--- config.mk ---
export PLATFORM = sky130hd
export DESIGN_NAME = mem_bank_dec
export DESIGN_NICKNAME = d
export VERILOG_FILES = /design/src/rtl/mem_dec_pkg.sv /design/src/rtl/mem_dec_tag_pipe.sv /design/src/rtl/mem_bank_dec.sv
export SDC_FILE = /design/constraint.sdc
export NUM_CORES = 1
export LEC_CHECK = 0
export CAP_MARGIN = 40
export CORE_UTILIZATION = 45
export CTS_BUF_LIST = sky130_fd_sc_hd__clkbuf_8
export DETAILED_ROUTE_END_ITERATION = 16
export DONT_BUFFER_PORTS = 1
export PLACE_DENSITY_LB_ADDON = 0.05
export SYNTH_ARGS = -nofsm -noshare
export SYNTH_HDL_FRONTEND = slang
export SYNTH_SLANG_ARGS = --single-unit
export TNS_END_PERCENT = 50
--- constraint.sdc ---
create_clock -name clk -period 0.9 [get_ports clk]
set_input_delay 0.135 -clock clk [delete_from_list [all_inputs] [get_ports clk]]
set_output_delay 0.135 -clock clk [all_outputs]
set_load 0.02 [all_outputs]
--- src/rtl/mem_dec_pkg.sv ---
// Shared definitions for the banked-memory decoder.
//   CNT_W      : width of the rd/wr access counters
//   TAG_BANK_W : bank-index width held in a read tag (upper bound on BANK_W)
//   rd_tag_t   : {valid, bank index} carried down the read-tag pipeline
//   num_banks(): bank count derived from the bank-select width
package mem_dec_pkg;

    localparam int CNT_W      = 16;
    localparam int TAG_BANK_W = 8;

    typedef struct packed {
        logic                  valid;
        logic [TAG_BANK_W-1:0] bank;
    } rd_tag_t;

    function automatic int num_banks(input int bank_w);
        return 1 << bank_w;
    endfunction

endpackage

--- src/rtl/mem_dec_tag_pipe.sv ---
// Read-tag delay line: RD_LAT registered stages so that a tag pushed in the
// bank_cs cycle pops out exactly RD_LAT cycles later.
//   clk     : clock, rising edge
//   rst_n   : asynchronous active-low reset, invalidates every stage
//   tag_in  : tag pushed every cycle (invalid for writes/idle)
//   tag_out : tag leaving the last stage
module mem_dec_tag_pipe
    import mem_dec_pkg::*;
#(
    parameter int RD_LAT = 1
) (
    input  logic    clk,
    input  logic    rst_n,
    input  rd_tag_t tag_in,
    output rd_tag_t tag_out
);

    if (RD_LAT < 1 || RD_LAT > 4) begin : g_bad_lat
        $error("mem_dec_tag_pipe: RD_LAT must be in 1..4");
    end

    rd_tag_t stage_reg [RD_LAT];

    always_ff @(posedge clk or negedge rst_n) begin
        if (!rst_n) begin
            for (int i = 0; i < RD_LAT; i++) begin
                stage_reg[i] <= '0;
            end
        end else begin
            stage_reg[0] <= tag_in;
            for (int i = 1; i < RD_LAT; i++) begin
                stage_reg[i] <= stage_reg[i-1];
            end
        end
    end

    assign tag_out = stage_reg[RD_LAT-1];

endmodule

--- src/rtl/mem_bank_dec.sv ---
// Banked-memory request decoder with in-order read-response steering.
// Optional feature macro: MEM_BANK_DEC_CNT_EN builds saturating 16-bit
// read/write access counters; when undefined rd_cnt/wr_cnt are tied to 0.
//   clk, rst_n   : clock (rising edge), asynchronous active-low reset
//   req_valid    : access request this cycle
//   req_we       : 1 = write, 0 = read
//   req_addr     : word address, top BANK_W bits select the bank
//   req_wdata    : write data
//   bank_cs      : registered one-hot bank chip-select
//   bank_we      : registered write enable (common to all banks)
//   bank_addr    : registered in-bank address
//   bank_wdata   : registered write data
//   bank_rdata   : concatenated bank read data, bank k at [k*DATA_W +: DATA_W]
//   rsp_valid    : read data valid, RD_LAT cycles after the read's bank_cs
//   rsp_rdata    : read data from the tagged bank, 0 when not valid
//   rd_cnt/wr_cnt: accepted read/write counters
module mem_bank_dec
    import mem_dec_pkg::*;
#(
    parameter  int ADDR_W    = 12,
    parameter  int BANK_W    = 2,
    parameter  int DATA_W    = 8,
    parameter  int RD_LAT    = 1,
    localparam int NUM_BANKS = num_banks(BANK_W),
    localparam int IN_W      = ADDR_W - BANK_W
) (
    input  logic                        clk,
    input  logic                        rst_n,
    input  logic                        req_valid,
    input  logic                        req_we,
    input  logic [ADDR_W-1:0]           req_addr,
    input  logic [DATA_W-1:0]           req_wdata,
    output logic [NUM_BANKS-1:0]        bank_cs,
    output logic                        bank_we,
    output logic [IN_W-1:0]             bank_addr,
    output logic [DATA_W-1:0]           bank_wdata,
    input  logic [NUM_BANKS*DATA_W-1:0] bank_rdata,
    output logic                        rsp_valid,
    output logic [DATA_W-1:0]           rsp_rdata,
    output logic [CNT_W-1:0]            rd_cnt,
    output logic [CNT_W-1:0]            wr_cnt
);

    if (BANK_W < 1 || BANK_W > TAG_BANK_W) begin : g_bad_bank_w
        $error("mem_bank_dec: BANK_W out of supported range");
    end

    // ------------------------------------------------------------------
    // Request stage
    // ------------------------------------------------------------------
    logic [BANK_W-1:0]    req_bank;
    logic [NUM_BANKS-1:0] cs_next;

    assign req_bank = req_addr[ADDR_W-1 -: BANK_W];

    // One comparator per bank keeps the select strictly one-hot or zero.
    for (genvar gi = 0; gi < NUM_BANKS; gi++) begin : g_cs_dec
        assign cs_next[gi] = req_valid && (req_bank == BANK_W'(gi));
    end

    logic [NUM_BANKS-1:0] bank_cs_reg;
    logic                 bank_we_reg;
    logic [IN_W-1:0]      bank_addr_reg;
    logic [DATA_W-1:0]    bank_wdata_reg;
    logic [BANK_W-1:0]    bank_idx_reg;

    always_ff @(posedge clk or negedge rst_n) begin
        if (!rst_n) begin
            bank_cs_reg    <= '0;
            bank_we_reg    <= 1'b0;
            bank_addr_reg  <= '0;
            bank_wdata_reg <= '0;
            bank_idx_reg   <= '0;
        end else begin
            bank_cs_reg <= cs_next;
            // Gating with req_valid keeps bank_we low whenever no bank is selected.
            bank_we_reg <= req_valid && req_we;
            if (req_valid) begin
                bank_addr_reg  <= req_addr[IN_W-1:0];
                bank_wdata_reg <= req_wdata;
                bank_idx_reg   <= req_bank;
            end
        end
    end

    assign bank_cs    = bank_cs_reg;
    assign bank_we    = bank_we_reg;
    assign bank_addr  = bank_addr_reg;
    assign bank_wdata = bank_wdata_reg;

    // ------------------------------------------------------------------
    // Read-tag pipeline: the tag is pushed from the bank_cs cycle so that
    // RD_LAT stages place rsp_valid exactly RD_LAT cycles after bank_cs.
    // ------------------------------------------------------------------
    rd_tag_t tag_in;
    rd_tag_t tag_out;

    assign tag_in.valid = (|bank_cs_reg) && !bank_we_reg;
    assign tag_in.bank  = TAG_BANK_W'(bank_idx_reg);

    mem_dec_tag_pipe #(
        .RD_LAT (RD_LAT)
    ) u_tag_pipe (
        .clk     (clk),
        .rst_n   (rst_n),
        .tag_in  (tag_in),
        .tag_out (tag_out)
    );

    // ------------------------------------------------------------------
    // Response steering: compare against the full tag field so that an
    // out-of-range tag can never alias onto a real bank.
    // ------------------------------------------------------------------
    logic [NUM_BANKS-1:0] rsp_sel;

    for (genvar gi = 0; gi < NUM_BANKS; gi++) begin : g_rsp_sel
        assign rsp_sel[gi] = tag_out.valid && (tag_out.bank == TAG_BANK_W'(gi));
    end

    always_comb begin
        rsp_rdata = '0;
        for (int k = 0; k < NUM_BANKS; k++) begin
            if (rsp_sel[k]) begin
                rsp_rdata = rsp_rdata | bank_rdata[k*DATA_W +: DATA_W];
            end
        end
    end

    assign rsp_valid = tag_out.valid;

    // ------------------------------------------------------------------
    // Access counters
    // ------------------------------------------------------------------
`ifdef MEM_BANK_DEC_CNT_EN
    logic [CNT_W-1:0] rd_cnt_reg;
    logic [CNT_W-1:0] wr_cnt_reg;

    always_ff @(posedge clk or negedge rst_n) begin
        if (!rst_n) begin
            rd_cnt_reg <= '0;
            wr_cnt_reg <= '0;
        end else begin
            if (req_valid && !req_we && (rd_cnt_reg != '1)) begin
                rd_cnt_reg <= rd_cnt_reg + CNT_W'(1);
            end
            if (req_valid && req_we && (wr_cnt_reg != '1)) begin
                wr_cnt_reg <= wr_cnt_reg + CNT_W'(1);
            end
        end
    end

    assign rd_cnt = rd_cnt_reg;
    assign wr_cnt = wr_cnt_reg;
`else
    assign rd_cnt = '0;
    assign wr_cnt = '0;
`endif

endmodule

==> results of run 1 <==
==> worst max-delay path: stages, from the launching register on <==
cell and delay, ps:
dfrtp_1 380, buf_12 200, mux2i_2 290, o22ai_4 140
==> cells by family after synthesis <==
| logic type | count (synthesis) | share of synthesized area |
|---|---|---|
| buffers and inverters | 39 | 0.2011 |
| muxes | 35 | 0.2743 |
| DFF | 28 | 0.4505 |
| and+or+nand+nor | 10 | 0.03622 |
| AOI/OAI and AO/OA | 9 | 0.03540 |
| other | 1 | 0.002411 |
==> placed cells by master (no fill, tap or decap), drive strengths merged <==
cell type,netlist,layout
and3,1,1
o21ai,1,1
and2,1,1
conb,1,32
clkbuf,0,4
nor3b,1,1
nor2,2,2
nor4,1,1
inv,1,1
buf,38,34
dfrtp,28,28
nand2,2,2
and3b,1,1
dlygate4sd3,0,18
o22ai,8,8
mux2,19,19
mux2i,16,16
nand2b,1,1
==> final cells by class <==
| cell class | instances | area, µm² | share of cell area |
|---|---|---|---|
| sequential | 28 | 701.9 | 0.3155 |
| clock buffer | 4 | 55.05 | 0.02475 |
| tap | 44 | 55.05 | 0.02475 |
| multi-input combinational | 86 | 854.6 | 0.3841 |
| timing repair buffer | 52 | 554.3 | 0.2492 |
| inverter | 1 | 3.754 | 0.001687 |
==> synth_stat cells (all sizes together) <==
cell type	number
nand2b	1
and2	1
buf	38
o21ai	1
dfrtp	28
inv	1
nand2	2
mux2i	16
conb	1
mux2	19
nor4	1
o22ai	8
and3	1
nor2	2
nor3b	1
and3b	1
==> final timing paths <==
path	start	endpoint	slack (ps)	depth (start not counted)
max	u_tag_pipe.tag_out[0]	rsp_rdata[6]	-520	3
min in group asynchronous	rst_n	bank_wdata[7]	290	2
max reg2reg	bank_wdata[1]	bank_wdata[1]	-30	2
min	req_addr[4]	bank_addr[4]	9	1
max in group asynchronous	rst_n	bank_we	440	2
min reg2reg	bank_idx_reg[0]	u_tag_pipe.tag_out[0]	370	0
==> per-layer routing <==
layer,up-vias,track usage
li1,452,-
met1,480,0.1658
met2,65,0.2998
met3,0,0.03198
met4,0,0.04870
met5,-,0
==> where the power goes <==
group	total, µW	switching [µW]	internal [µW]
logic	1170	573	600
clock network	757	366	391
registers	1450	83.7	1370
total	3380	1020	2360
==> per-stage QoR <==
| stage | setup TNS [ps] | setup slack, ps | instance area, µm² | hold slack (ps) |
|---|---|---|---|---|
| 2_1_floorplan | -1807 | -238.8 | 1723 | -160.6 |
| 3_3_place_gp | -1503 | -196.7 | 1683 | -160.1 |
| 3_5_place_dp | -1587 | -208.3 | 1683 | -160.1 |
| 4_1_cts | -5375 | -518.9 | 2102 | 0.5851 |
| 5_1_grt | -6491 | -570.6 | 2225 | 0.6338 |
| 6_report | -5228 | -517.8 | 2225 | 9.230 |
==> timing repair <==
action / in CTS / in global routing
hold buffers: 12 / 7
gates cloned: 0 / 0
setup endpoints to repair: 31 / 34
hold endpoints to repair: 38 / 7
setup buffers: 2 / 4
resized for setup: 49 / 4
==> metrics.cfg, run 1 <==
[run_status]
status = finished with violations
violations = setup timing

[clock_network]
cts_sinks = 28
htree_levels = 1
cts_root_buf = clkbuf_8
cts_buffer_depth = 2
numCtsBuffers = 3
clk_pin_slew_ps = 90
cts_tree = built
clkLatencyLatePin_ps = 270

[finish]
largest_reg_flops = 10
n_antenna_cell = 0
fillers = 235
utilization = 0.7056
area_delta_synth_final_pct = 43.04
drive_gt1_frac = 0.4795
fin_cells = 215
nets = 228

[setup_path]
crit_required_ps = 760
worst_ep_arrival_time_ps = 1280
cp_max_fo = 16
crit_type = register to output pin
startpoint_type = register
worstSetupEndpointType = output pin

[pwr]
ir_drop_mv = 1.015
finalPower_uw = 3384
pwr_density_cell_nw_per_um2 = 1521
leakage_uw = 0.001009

[sta]
timing.fmax_mhz = 705.3
finalMaxSlewViolations = 0
rsz0062_at_grt = yes
setup_violations = 35
skew_ps = 7.272
finalCritPeriodShare = 1.575
min_period_ps = 1418
worst_slack_ps = -517.8
hold_viol = 0

[floorplanning]
die_w_um = 60.79
io_pins = 120
rows = 20
start_util = 0.4933
die_h_um = 60.79
design.core.area_um2 = 3153
fp.dieArea_um2 = 3695

[synth]
synth_top_area_frac = 0.4505
synth_area_um2 = 1555
ys_warn_count = 0
ys_ff_latch = 28
synth_top_cells_by_area = dfrtp_1 45%, buf_4 15%, mux2_4 14%
seq_area_frac_synth = 0.4505
yosysTopAreaCell = dfrtp_1
synth_cells = 122
ys_types = 20
avgSynthCellArea_um2 = 12.75

[drt]
met2_wirelength_mm = 1.820
drc = 0
dr.max_layer_used = met3
met1Wirelength_mm = 1.096
firstDrtPassIters = 3
drt-wirelength-per-cell_um = 14.76
antenna_left = 0
routed_wl_mm = 3.174
dr_wl_met3_um = 257
vias_per_cell = 4.637
first_iter_violations = 15
vias = 997

[global_routing]
grt_max_degree = 29
grt_pass1_wl_mm = 4.174
grt_pass1_vias = 957
grtUsageTotal = 0.1545
grt.overflow.total = 0
antenna_found_initial = 0

[worst_hold_path]
hold_class = input port to register

[placed_design]
place.gp.congestion = 0.6209
io_buffers = 0
dp_cells = 186
hpwl_mm = 2.104

[flow_run]
drv_cap = 0

(Power assumes the default switching activity.)
==> run 2, diff against run 1 <==
Settings changed: CAP_MARGIN 40 to 20, REMOVE_ABC_BUFFERS set to 1.
==> run 2 against run 1 <==
Compared with the run above:
- the flow still finishes with violations (setup timing)
- register-to-register slack better by 20 ps
- hold slack improved by 0.82 ps
- worst setup slack lost 21 ps
- wire length down 4.4%
- first-iteration DRC count down 33%
- die area unchanged
- clock skew shrank 7.1 ps
- flip-flop and latch count stayed put
- largest power group unchanged
- highest routed layer is now met4
==> metrics.cfg, run 2 (synthesis gave the netlist of run 1 again) <==
[finish]
largest_reg_flops = 10
layout_commonest_cell = conb_1
fin_cells = 220
area_delta_synth_final_pct = 32.42
fillers = 265
n_antenna_cell = 0
drive_gt1_frac = 0.3466
mostFrequentLayoutCells = 32 x conb_1, 27 x dfrtp_1, 22 x buf_6
nets = 233

[floorplanning]
start_util = 0.4933
die_h_um = 60.79
design.core.area_um2 = 3153
die_w_um = 60.79
rows = 20
io_pins = 120
fp.dieArea_um2 = 3695

[setup_path]
startpoint_type = register
crit_required_ps = 760
cp_max_fo = 16
r2r_end = bank_addr[6]
crit_chain = buf_12, mux2i_1, o22ai_1, buf_4
worst_r2r_startpoint = bank_addr[6]
critPathBufInv = 2
slowest_delay_ps = 380
reg2reg_slack_ps = -10
r2r_cells = 2
crit_slowest_cell = dfrtp_1
worst_ep_arrival_time_ps = 1300
worstSetupEndpointType = output pin
crit_type = register to output pin
crit_family = flip-flops

[placed_design]
hpwl_mm = 2.091
place.gp.congestion = 0.6620
place_ws_ps = -246.6
io_buffers = 0
dp_cells = 191

[pwr]
sw_frac_of_total = 0.2894
pwr_density_cell_nw_per_um2 = 1552
finalPower_uw = 3195
power_frac_comb = 0.312
leakage_uw = 0.001043
p_clk_frac = 0.234
share_seq_of_total_power = 0.455
ir_drop_mv = 0.9818
switching_power_uw = 924.9
p_int_uw = 2270

[global_routing]
grt_pass1_vias = 938
antenna_found_initial = 0
grtUsageTotal = 0.1406
grt_max_degree = 29
grt.overflow.total = 0
grt_pass1_wl_mm = 3.815

[sta]
finalCritPeriodShare = 1.598
finalMaxSlewViolations = 0
setup_tns_ps = -5081
rsz0062_at_grt = yes
setup_violations = 33
min_period_ps = 1439
timing.fmax_mhz = 695.2
worst_slack_ps = -538.5
skew_ps = 0.2129
hold_viol = 0

[clock_network]
htree_levels = 1
cts_root_buf = clkbuf_8
cts_sinks = 28
cts_tree = built
clkLatencyLatePin_ps = 270
cts_buffer_depth = 2
clk_pin_slew_ps = 90
numCtsBuffers = 3

[drt]
firstDrtPassIters = 4
first_iter_violations = 10
vias = 997
routed_wl_mm = 3.034
vias_per_cell = 4.532
antenna_left = 0
drc = 0
drt-wirelength-per-cell_um = 13.79

[worst_hold_path]
hold_class = input port to register
min-delay-start = req_addr[10]
min_delay_worst_endpoint = bank_idx_reg[0]
holdPathStages = 1

[run_status]
status = finished with violations
violations = setup timing

[flow_run]
drv_cap = 0

run 2: cell count changes in the layout (fill, tap and decap cells not counted), moves of 6 or more:
cell     change
o22ai_1      +8
buf_4        +6
mux2i_2     -13
o22ai_4      -8
mux2i_1     +16
run 2: per-layer routing:
metal,GRT usage,routed length [µm],share of wire
met1,0.1333,1010,0.33
met2,0.2889,1754,0.58
met3,0.02559,252,0.083
met4,0.05844,17,0.0056
met5,0,0,0
run 2: worst max-delay path by stage:
stage                                     start           end  slack (ps)  cells after the start
after floorplan           u_tag_pipe.tag_out[0]  rsp_rdata[6]        -540                      2
after global placement    u_tag_pipe.tag_out[1]  rsp_rdata[4]        -250                      3
after detailed placement  u_tag_pipe.tag_out[0]  rsp_rdata[4]        -250                      4
after CTS                 u_tag_pipe.tag_out[0]  rsp_rdata[2]        -550                      4
after global routing      u_tag_pipe.tag_out[1]  rsp_rdata[7]        -610                      3
final                     u_tag_pipe.tag_out[0]  rsp_rdata[2]        -540                      4
run 2: timing repair:
| action | in CTS | in global routing |
|---|---|---|
| resized for setup | 22 | 1 |
| gates cloned | 0 | 0 |
| hold buffers | 8 | 13 |
| endpoints found under the setup margin | 31 | 35 |
| hold endpoints to repair | 34 | 13 |
| setup buffers | 2 | 2 |
| pin swaps | 0 | 1 |
run 2: worst register-to-register path, stage by stage (launching register included):
cell and delay (ps):
dfrtp_1 410, buf_4 140, mux2_4 260
run 2: through the flow:
step | hold WS (ps) | utilization | cell area, µm²
CTS | 0.03450 | 0.6067 | 1913
detailed placement | -159.9 | 0.5298 | 1670
finish | 10.05 | 0.6532 | 2059
floorplan | -160.6 | - | 1363
global placement | -159.9 | 0.5298 | 1670
global route | 6.408 | 0.6532 | 2059
run 2: power groups by stage:
stage	clock, µW	sequential (µW)	combinational (µW)
6_report	747	1450	996
5_1_grt	827	1470	1060
4_1_cts	778	1450	942
3_5_place_dp	0	1460	812
3_3_place_gp	0	1460	801
2_1_floorplan	0	1590	412
run 2: layout make-up:
class,count,area [µm²],share of cell area
flip-flops and latches,28,701.9,0.3408
well taps,44,55.05,0.02673
inverters,1,3.754,0.001823
repair buffers,57,585.6,0.2843
clock buffers,4,55.05,0.02673
multi-input cells,86,658.1,0.3196
